--- src/rtl/lux_display_sequencer_if.sv ---
// Lux sensor to LCD sequencer bus: sample input, display handshake and status.
// Latency: pure wiring, no storage.
// Backpressure: disp_ready_i from the LCD side holds the presented digits.
interface lux_display_sequencer_if #(
  parameter int DATA_W     = 16,
  parameter int NUM_DIGITS = 5
);
  logic [DATA_W-1:0]       sample_i;
  logic                    sample_valid_i;
  logic                    disp_ready_i;
  logic                    disp_valid_o;
  logic [4*NUM_DIGITS-1:0] digits_o;
  logic [DATA_W-1:0]       avg_o;
  logic                    alarm_o;
  logic                    stale_o;
  logic                    startup_done_o;
  logic                    busy_o;

  // Environment side: sensor samples in, LCD ready in, display/status observed.
  modport master (
    output sample_i, sample_valid_i, disp_ready_i,
    input  disp_valid_o, digits_o, avg_o, alarm_o, stale_o, startup_done_o, busy_o
  );

  // Sequencer side.
  modport slave (
    input  sample_i, sample_valid_i, disp_ready_i,
    output disp_valid_o, digits_o, avg_o, alarm_o, stale_o, startup_done_o, busy_o
  );
endinterface

--- src/rtl/lux_display_sequencer.sv ---
// Startup hold, sliding average, sequential BCD conversion and LCD handshake for lux samples.
// Latency: sample at edge t -> avg_o at t+1 -> disp_valid_o at t+2+DATA_W when idle and window full.
// Backpressure: digits held while disp_ready_i is low; newer averages coalesce into one pending refresh.
module lux_display_sequencer #(
  parameter int SYS_CLK_FREQ = 50_000_000,
  parameter int STARTUP_MS   = 100,
  parameter int DATA_W       = 16,
  parameter int AVG_LOG2     = 2,
  parameter int NUM_DIGITS   = 5,
  parameter int THRESH_HI    = 1000,
  parameter int THRESH_LO    = 800,
  parameter int TIMEOUT_MS   = 500
) (
  input logic                   clk,
  input logic                   reset,
  lux_display_sequencer_if.slave bus
);

  localparam int STARTUP_CYCLES = (SYS_CLK_FREQ / 1000) * STARTUP_MS;
  localparam int TIMEOUT_CYCLES = (SYS_CLK_FREQ / 1000) * TIMEOUT_MS;
  localparam int SCW    = (STARTUP_CYCLES > 0) ? $clog2(STARTUP_CYCLES + 1) : 1;
  localparam int TCW    = (TIMEOUT_CYCLES > 0) ? $clog2(TIMEOUT_CYCLES + 1) : 1;
  localparam int DEPTH  = 1 << AVG_LOG2;
  // Pointer is at least one bit wide so a single-entry window still has a legal index.
  localparam int PW     = (AVG_LOG2 > 0) ? AVG_LOG2 : 1;
  localparam int WSLOTS = 1 << PW;
  localparam int FW     = AVG_LOG2 + 1;
  localparam int SUMW   = DATA_W + AVG_LOG2;
  localparam int BW     = 4 * NUM_DIGITS;
  localparam int BCW    = $clog2(DATA_W + 1);

  localparam logic [SCW-1:0]    STARTUP_LIM = SCW'(STARTUP_CYCLES);
  localparam logic [TCW-1:0]    TIMEOUT_LIM = TCW'(TIMEOUT_CYCLES);
  localparam logic [FW-1:0]     FILL_FULL   = FW'(DEPTH);
  localparam logic [PW-1:0]     PTR_LAST    = PW'(DEPTH - 1);
  localparam logic [DATA_W-1:0] HI_LEVEL    = DATA_W'(THRESH_HI);
  localparam logic [DATA_W-1:0] LO_LEVEL    = DATA_W'(THRESH_LO);
  localparam logic [BCW-1:0]    BIT_LAST    = BCW'(DATA_W - 1);

  typedef enum logic [1:0] {
    ST_IDLE    = 2'd0,
    ST_CONV    = 2'd1,
    ST_PRESENT = 2'd2
  } state_t;

  state_t state_q, state_d;

  logic [SCW-1:0]    startup_cnt_q;
  logic              startup_done_q;
  logic              accept;

  logic [DATA_W-1:0] win_q [WSLOTS];
  logic [PW-1:0]     wr_ptr_q;
  logic [FW-1:0]     fill_q;
  logic [SUMW-1:0]   sum_q;
  logic              avg_upd_q;
  logic [DATA_W-1:0] avg_new;
  logic [DATA_W-1:0] avg_q;
  logic              pending_q;
  logic              alarm_q;

  logic [TCW-1:0]    stale_cnt_q;

  logic [DATA_W-1:0] bin_q;
  logic [BW-1:0]     bcd_q;
  logic [BW-1:0]     bcd_adj;
  logic [BW-1:0]     bcd_next;
  logic [BW-1:0]     digits_blank;
  logic [BW-1:0]     digits_q;
  logic [BCW-1:0]    bit_cnt_q;
  logic              last_bit;
  logic              lead;

  logic              busy;
  logic              disp_valid;

  // Samples count only once the startup hold has finished.
  assign accept = bus.sample_valid_i & startup_done_q;

  // Startup hold: count up after reset, flag completion one cycle after the limit.
  always_ff @(posedge clk) begin
    if (reset) begin
      startup_cnt_q  <= '0;
      startup_done_q <= 1'b0;
    end else begin
      if (startup_cnt_q != STARTUP_LIM) begin
        startup_cnt_q <= startup_cnt_q + SCW'(1);
      end
      if (startup_cnt_q == STARTUP_LIM) begin
        startup_done_q <= 1'b1;
      end
    end
  end

  // Sliding window: replace the oldest entry and keep the running sum in step.
  always_ff @(posedge clk) begin
    if (reset) begin
      for (int i = 0; i < WSLOTS; i++) begin
        win_q[i] <= '0;
      end
      wr_ptr_q  <= '0;
      fill_q    <= '0;
      sum_q     <= '0;
      avg_upd_q <= 1'b0;
    end else begin
      // The sample that completes the window (or any later one) refreshes the average.
      avg_upd_q <= accept && (fill_q >= FILL_FULL - FW'(1));
      if (accept) begin
        win_q[wr_ptr_q] <= bus.sample_i;
        sum_q           <= sum_q + SUMW'(bus.sample_i) - SUMW'(win_q[wr_ptr_q]);
        wr_ptr_q        <= (wr_ptr_q == PTR_LAST) ? '0 : wr_ptr_q + PW'(1);
        if (fill_q != FILL_FULL) begin
          fill_q <= fill_q + FW'(1);
        end
      end
    end
  end

  assign avg_new = sum_q[SUMW-1:AVG_LOG2];

  // Average register, hysteresis alarm and the pending-refresh flag (set beats clear).
  always_ff @(posedge clk) begin
    if (reset) begin
      avg_q     <= '0;
      alarm_q   <= 1'b0;
      pending_q <= 1'b0;
    end else if (avg_upd_q) begin
      avg_q     <= avg_new;
      pending_q <= 1'b1;
      if (avg_new >= HI_LEVEL) begin
        alarm_q <= 1'b1;
      end else if (avg_new <= LO_LEVEL) begin
        alarm_q <= 1'b0;
      end
    end else if (state_q == ST_IDLE && pending_q) begin
      pending_q <= 1'b0;
    end
  end

  // Stale timer: runs after startup, restarts on every accepted sample, saturates at the limit.
  always_ff @(posedge clk) begin
    if (reset) begin
      stale_cnt_q <= '0;
    end else if (!startup_done_q || accept) begin
      stale_cnt_q <= '0;
    end else if (stale_cnt_q != TIMEOUT_LIM) begin
      stale_cnt_q <= stale_cnt_q + TCW'(1);
    end
  end

  // Double-dabble step: add 3 to every digit >= 5, then shift in the next binary bit.
  always_comb begin
    bcd_adj = bcd_q;
    for (int i = 0; i < NUM_DIGITS; i++) begin
      if (bcd_q[4*i +: 4] >= 4'd5) begin
        bcd_adj[4*i +: 4] = bcd_q[4*i +: 4] + 4'd3;
      end
    end
    bcd_next = BW'({bcd_adj, bin_q[DATA_W-1]});
  end

  // Leading-zero blanking on the final conversion result; the LSD is never blanked.
  always_comb begin
    digits_blank = bcd_next;
    lead         = 1'b1;
    for (int i = NUM_DIGITS - 1; i > 0; i--) begin
      if (lead && bcd_next[4*i +: 4] == 4'd0) begin
        digits_blank[4*i +: 4] = 4'hF;
      end else begin
        lead = 1'b0;
      end
    end
  end

  assign last_bit = (bit_cnt_q == BIT_LAST);

  // FSM state register.
  always_ff @(posedge clk) begin
    if (reset) begin
      state_q <= ST_IDLE;
    end else begin
      state_q <= state_d;
    end
  end

  // FSM next state.
  always_comb begin
    state_d = state_q;
    case (state_q)
      ST_IDLE:    if (pending_q)        state_d = ST_CONV;
      ST_CONV:    if (last_bit)         state_d = ST_PRESENT;
      ST_PRESENT: if (bus.disp_ready_i) state_d = ST_IDLE;
      default:                          state_d = ST_IDLE;
    endcase
  end

  // FSM outputs.
  always_comb begin
    busy       = (state_q != ST_IDLE);
    disp_valid = (state_q == ST_PRESENT);
  end

  // Conversion datapath: latch the average on entry, shift one bit per cycle, publish digits at the end.
  always_ff @(posedge clk) begin
    if (reset) begin
      bin_q     <= '0;
      bcd_q     <= '0;
      bit_cnt_q <= '0;
      digits_q  <= '0;
    end else begin
      case (state_q)
        ST_IDLE: begin
          if (pending_q) begin
            bin_q     <= avg_q;
            bcd_q     <= '0;
            bit_cnt_q <= '0;
          end
        end
        ST_CONV: begin
          bin_q     <= {bin_q[DATA_W-2:0], 1'b0};
          bcd_q     <= bcd_next;
          bit_cnt_q <= bit_cnt_q + BCW'(1);
          if (last_bit) begin
            digits_q <= digits_blank;
          end
        end
        default: ;
      endcase
    end
  end

  assign bus.disp_valid_o   = disp_valid;
  assign bus.digits_o       = digits_q;
  assign bus.avg_o          = avg_q;
  assign bus.alarm_o        = alarm_q;
  assign bus.stale_o        = startup_done_q && (stale_cnt_q >= TIMEOUT_LIM);
  assign bus.startup_done_o = startup_done_q;
  assign bus.busy_o         = busy;

endmodule

--- src/flat_wrapper.sv ---
// flat-port wrapper written by rule: the top's interface ports become plain ports
module lux_display_sequencer_flat 
#(
  parameter int SYS_CLK_FREQ = 50_000_000,
  parameter int STARTUP_MS   = 100,
  parameter int DATA_W       = 16,
  parameter int AVG_LOG2     = 2,
  parameter int NUM_DIGITS   = 5,
  parameter int THRESH_HI    = 1000,
  parameter int THRESH_LO    = 800,
  parameter int TIMEOUT_MS   = 500
)
  (clk, reset, bus_sample_i, bus_sample_valid_i, bus_disp_ready_i, bus_disp_valid_o, bus_digits_o, bus_avg_o, bus_alarm_o, bus_stale_o, bus_startup_done_o, bus_busy_o);
  lux_display_sequencer_if #(.DATA_W(DATA_W), .NUM_DIGITS(NUM_DIGITS)) bus_i ();
  input logic clk;
  input logic reset;
  input wire logic [$bits(bus_i.sample_i)-1:0] bus_sample_i;
  input wire logic [$bits(bus_i.sample_valid_i)-1:0] bus_sample_valid_i;
  input wire logic [$bits(bus_i.disp_ready_i)-1:0] bus_disp_ready_i;
  output wire logic [$bits(bus_i.disp_valid_o)-1:0] bus_disp_valid_o;
  output wire logic [$bits(bus_i.digits_o)-1:0] bus_digits_o;
  output wire logic [$bits(bus_i.avg_o)-1:0] bus_avg_o;
  output wire logic [$bits(bus_i.alarm_o)-1:0] bus_alarm_o;
  output wire logic [$bits(bus_i.stale_o)-1:0] bus_stale_o;
  output wire logic [$bits(bus_i.startup_done_o)-1:0] bus_startup_done_o;
  output wire logic [$bits(bus_i.busy_o)-1:0] bus_busy_o;
  assign bus_i.sample_i = bus_sample_i;
  assign bus_i.sample_valid_i = bus_sample_valid_i;
  assign bus_i.disp_ready_i = bus_disp_ready_i;
  assign bus_disp_valid_o = bus_i.disp_valid_o;
  assign bus_digits_o = bus_i.digits_o;
  assign bus_avg_o = bus_i.avg_o;
  assign bus_alarm_o = bus_i.alarm_o;
  assign bus_stale_o = bus_i.stale_o;
  assign bus_startup_done_o = bus_i.startup_done_o;
  assign bus_busy_o = bus_i.busy_o;
  lux_display_sequencer #(.SYS_CLK_FREQ(SYS_CLK_FREQ), .STARTUP_MS(STARTUP_MS), .DATA_W(DATA_W), .AVG_LOG2(AVG_LOG2), .NUM_DIGITS(NUM_DIGITS), .THRESH_HI(THRESH_HI), .THRESH_LO(THRESH_LO), .TIMEOUT_MS(TIMEOUT_MS)) u_core (.clk(clk), .reset(reset), .bus(bus_i));
endmodule
--- config.mk ---
export PLATFORM = sky130hd
export DESIGN_NAME = lux_display_sequencer_flat
export DESIGN_NICKNAME = d
export VERILOG_FILES = /design/src/rtl/lux_display_sequencer_if.sv /design/src/rtl/lux_display_sequencer.sv /design/src/flat_wrapper.sv
export SDC_FILE = /design/constraint.sdc
export NUM_CORES = 1
export LEC_CHECK = 0
export CORE_MARGIN = 10
export CORE_UTILIZATION = 43
export DETAILED_ROUTE_END_ITERATION = 8
export HOLD_SLACK_MARGIN = 0.15
export PLACE_DENSITY = 0.69
export SETUP_SLACK_MARGIN = 0.3
export SYNTH_ARGS = -nofsm -noshare
export SYNTH_HDL_FRONTEND = slang
export SYNTH_SLANG_ARGS = --single-unit
--- constraint.sdc ---
create_clock -name clk -period 3.6 [get_ports clk]
set_clock_uncertainty 0.15 [all_clocks]
set_input_delay 0.54 -clock clk [delete_from_list [all_inputs] [get_ports clk]]
set_output_delay 0.54 -clock clk [all_outputs]
set_load 0.02 [all_outputs]
==> flow_summary.toml <==
[detailed_routing]
ant_nets = 0
drt_iter0_markers = 710
avgViaCountPerCell = 5.33
drc = 0
via_count = 8556
wl_per_cell_um = 15.8
wl_um = 25400
dr.pass1.iters = 5

[sta]
slew_headroom_pct = 41.5
fin_crit_sh_pct = 97.6
tightest_slew_ps = 876
fmax_ghz = 0.285
fin_ws_ps = 88.0
rsz0062_at_grt = "true"
min_period_ps = 3510
drv_slew = 0
finalSetupViolations = 0
hold_violations = 0

[pwr]
max-vdd-ir-drop_v = 0.000264
comb_power_share_pct = 7.8
power_uw = 5610
clockPowerShare_pct = 46.2
swShare_pct = 23.0
p_int_uw = 4320
leakagePower_uw = 0.00493
power_frac_seq_pct = 46.0
power-per-cell-area_nw_per_um2 = 421
switching_power_uw = 1290

[final_layout]
area_growth_syn_to_layout_pct = 20.8
final_cell_mix = "nor2_1 (206), dfxtp_1 (154), inv_1 (91), edfxtp_1 (64), nand2_1 (62)"
final_common_cell = "nor2_1"
nFillCells = 2235
diodes = 0
finalNonFillerCells = 1604
drive_gt1_share_pct = 13.7
nets = 1330

[global_route]
track_usage_pct = 14.9
grt_start_max_net_pins = 72
grt_pass1_vias = 8336
overflow = 0
grt_pass1_wl_um = 41800
antenna_found_initial = 0

[status]
status = "completed"

[placement]
dp.cells = 1547
dp_hpwl_um = 17400
dp_slack_ps = -84.9
port_buffers = 60
globalplace.congestion = 0.874

[logic_synthesis]
synth_warnings = 0
netlist_top_cells_area = "dfxtp_1 (28%), edfxtp_1 (17%), nor2_1 (7.1%), ha_1 (4.4%), mux4_2 (3.3%)"
syn_nets = 1258
synth_seq_cells = 220
synth_cells = 1183
synth_area_sq_um = 11000
synth_edf_count = 64
yosys.area.top_type_share_pct = 28.3
syn_area_per_cell_sq_um = 9.32
synth_cell_types = 68
synth_top_cell_by_area = "dfxtp_1"
ys_seq_area_share_pct = 45.8
synthFlopType = "dfxtp_1"
ys_async_sr_fraction_pct = 0

[setup_path]
critical_path_class = "reg -> reg"
worst_ep_arrival_time_ps = 3770
timing.critical_path.from_type = "flop"
crit_path_frequent_cell = "buf_4"
crit_family = "simple AND/OR/NAND/NOR gates"
critPathRequiredTime_ps = 3850
cp_slowest_cell = "fa_1"
crit_path_cell_trace = "buf_12, buf_8, mux4_2, fa_1, inv_2, ha_4, buf_4, buf_4, nor3_4, nor2_2, o2111ai_2, nand2_1, or4b_1, o311ai_0"
ff2ff_setup_slack_ps = 90
crit_path_max_incr_delay_ps = 550
endpoint_kind = "flop"
path_buf_inv = 5
crit_fanout = 6

[clock_tree]
cts_buffer_depth = 3
path_clk_slew_ps = 60
cts_tree = "built"
cts_made_buffers = 25
h-tree-depth = 1
cts_sinks = 220
cts-root-buf = "clkbuf_16"
clk_latency_ps = 530

[floorplanning]
start_util_pct = 43.8
num_io_pins = 61
die_area_sq_um = 32400
die_w_um = 180
core_sq_um = 25200
num_rows = 58
dieHeight_um = 180

[worst_hold_path]
hold_class = "reg -> reg"

[job]
cap_violations = 0
tightest hold or removal path, cell delays in order (launching register included):
cell and delay [ps]:
dfxtp_1 310, nand2_1 50, a21oi_1 50
per-layer routing:
layer	wire length (um)	part of all wire (%)	vias to the layer above	global-route usage, %
li1	-	-	4264	-
met1	11700	46	4051	19.5
met2	11800	47	193	24.8
met3	1200	4.7	48	2.57
met4	640	2.5	0	4.30
met5	0	0	-	0
cell families (layout without fill, tap and decap cells):
logic type,Yosys count,in the layout,share of synthesized area [%]
buffers and inverters,156,247,5.42
adder cells (fa/ha/maj),55,55,7.33
XOR/XNOR,49,49,3.89
flip-flops,220,220,45.8
AND/OR/NAND/NOR,485,485,21.8
AO/OA/AOI/OAI,174,174,9.84
multiplexers,44,44,5.89
flip-flops by register name, summed over array words and instances, names as in the netlist, named ones only:
register                   cells
u_core.bus.digits_o           20
u_core.bus.alarm_o             1
u_core.bin_q                  16
u_core.startup_cnt_q          23
u_core.wr_ptr_q                2
u_core.state_q                 2
u_core.sum_q                  18
u_core.fill_q                  3
u_core.avg_upd_q               1
u_core.stale_cnt_q            25
u_core.bus.avg_o              16
u_core.bus.startup_done_o      1
u_core.bit_cnt_q               5
u_core.bcd_q                  20
u_core.pending_q               1
u_core.win_q                  64
path summary, 6_finish.rpt:
path / startpoint / end / cells after the start
setup / recovery: flop / u_core.sum_q[11] / 14
setup reg to reg: flop / u_core.sum_q[11] / 14
hold / removal: u_core.bus.digits_o[1] / u_core.bus.digits_o[1] / 2
hold reg to reg: u_core.bus.digits_o[1] / u_core.bus.digits_o[1] / 2
synth_stat cells (all sizes together), types with 16 or more instances:
cell / number
a21oi: 66
a31oi: 22
and2: 38
buf: 17
clkbuf: 45
dfxtp: 156
edfxtp: 64
fa: 16
ha: 39
inv: 94
mux2i: 21
mux4: 16
nand2: 64
nand3: 23
nand4: 18
nor2: 207
nor3: 17
nor4: 36
o21ai: 30
or3: 18
xnor2: 24
xor2: 25
power by group through the flow:
stage	combinational, uW	sequential [uW]	clock, uW
6_report	438	2580	2590
5_1_grt	481	2580	2740
2_1_floorplan	249	2630	0
3_3_place_gp	358	2630	0
3_5_place_dp	366	2640	0
4_1_cts	402	2580	2640
what timing repair did:
item                                    CTS  global route
hold buffers                              1             0
resized for setup                        25            19
endpoints found under the hold margin     3             0
pin swaps                                11            18
endpoints found under the setup margin    9             9
setup buffers                             2             8
per-stage QoR:
| step | area, sq um | TNS (ps) | utilization [%] | hold slack (ps) |
|---|---|---|---|---|
| CTS | 13200 | 0 | 52.3 | 309 |
| floorplan | 11100 | 0 | - | 286 |
| global placement | 12200 | -16.7 | 48.3 | 294 |
| global route | 13300 | -11.3 | 52.9 | 349 |
| detailed placement | 12200 | -200 | 48.3 | 302 |
| finish | 13300 | 0 | 52.9 | 319 |
final cells by class:
| class | count | area (sq um) | area share [%] |
|---|---|---|---|
| Tap cell | 330 | 413 | 3.10 |
| Sequential cell | 220 | 5050 | 37.9 |
| Inverter | 94 | 353 | 2.65 |
| Multi-Input combinational cell | 807 | 5680 | 42.7 |
| Timing Repair Buffer | 107 | 976 | 7.33 |
| Clock inverter | 17 | 173 | 1.30 |
| Clock buffer | 29 | 671 | 5.04 |
No activity file was read; power rests on OpenSTA's default activity.
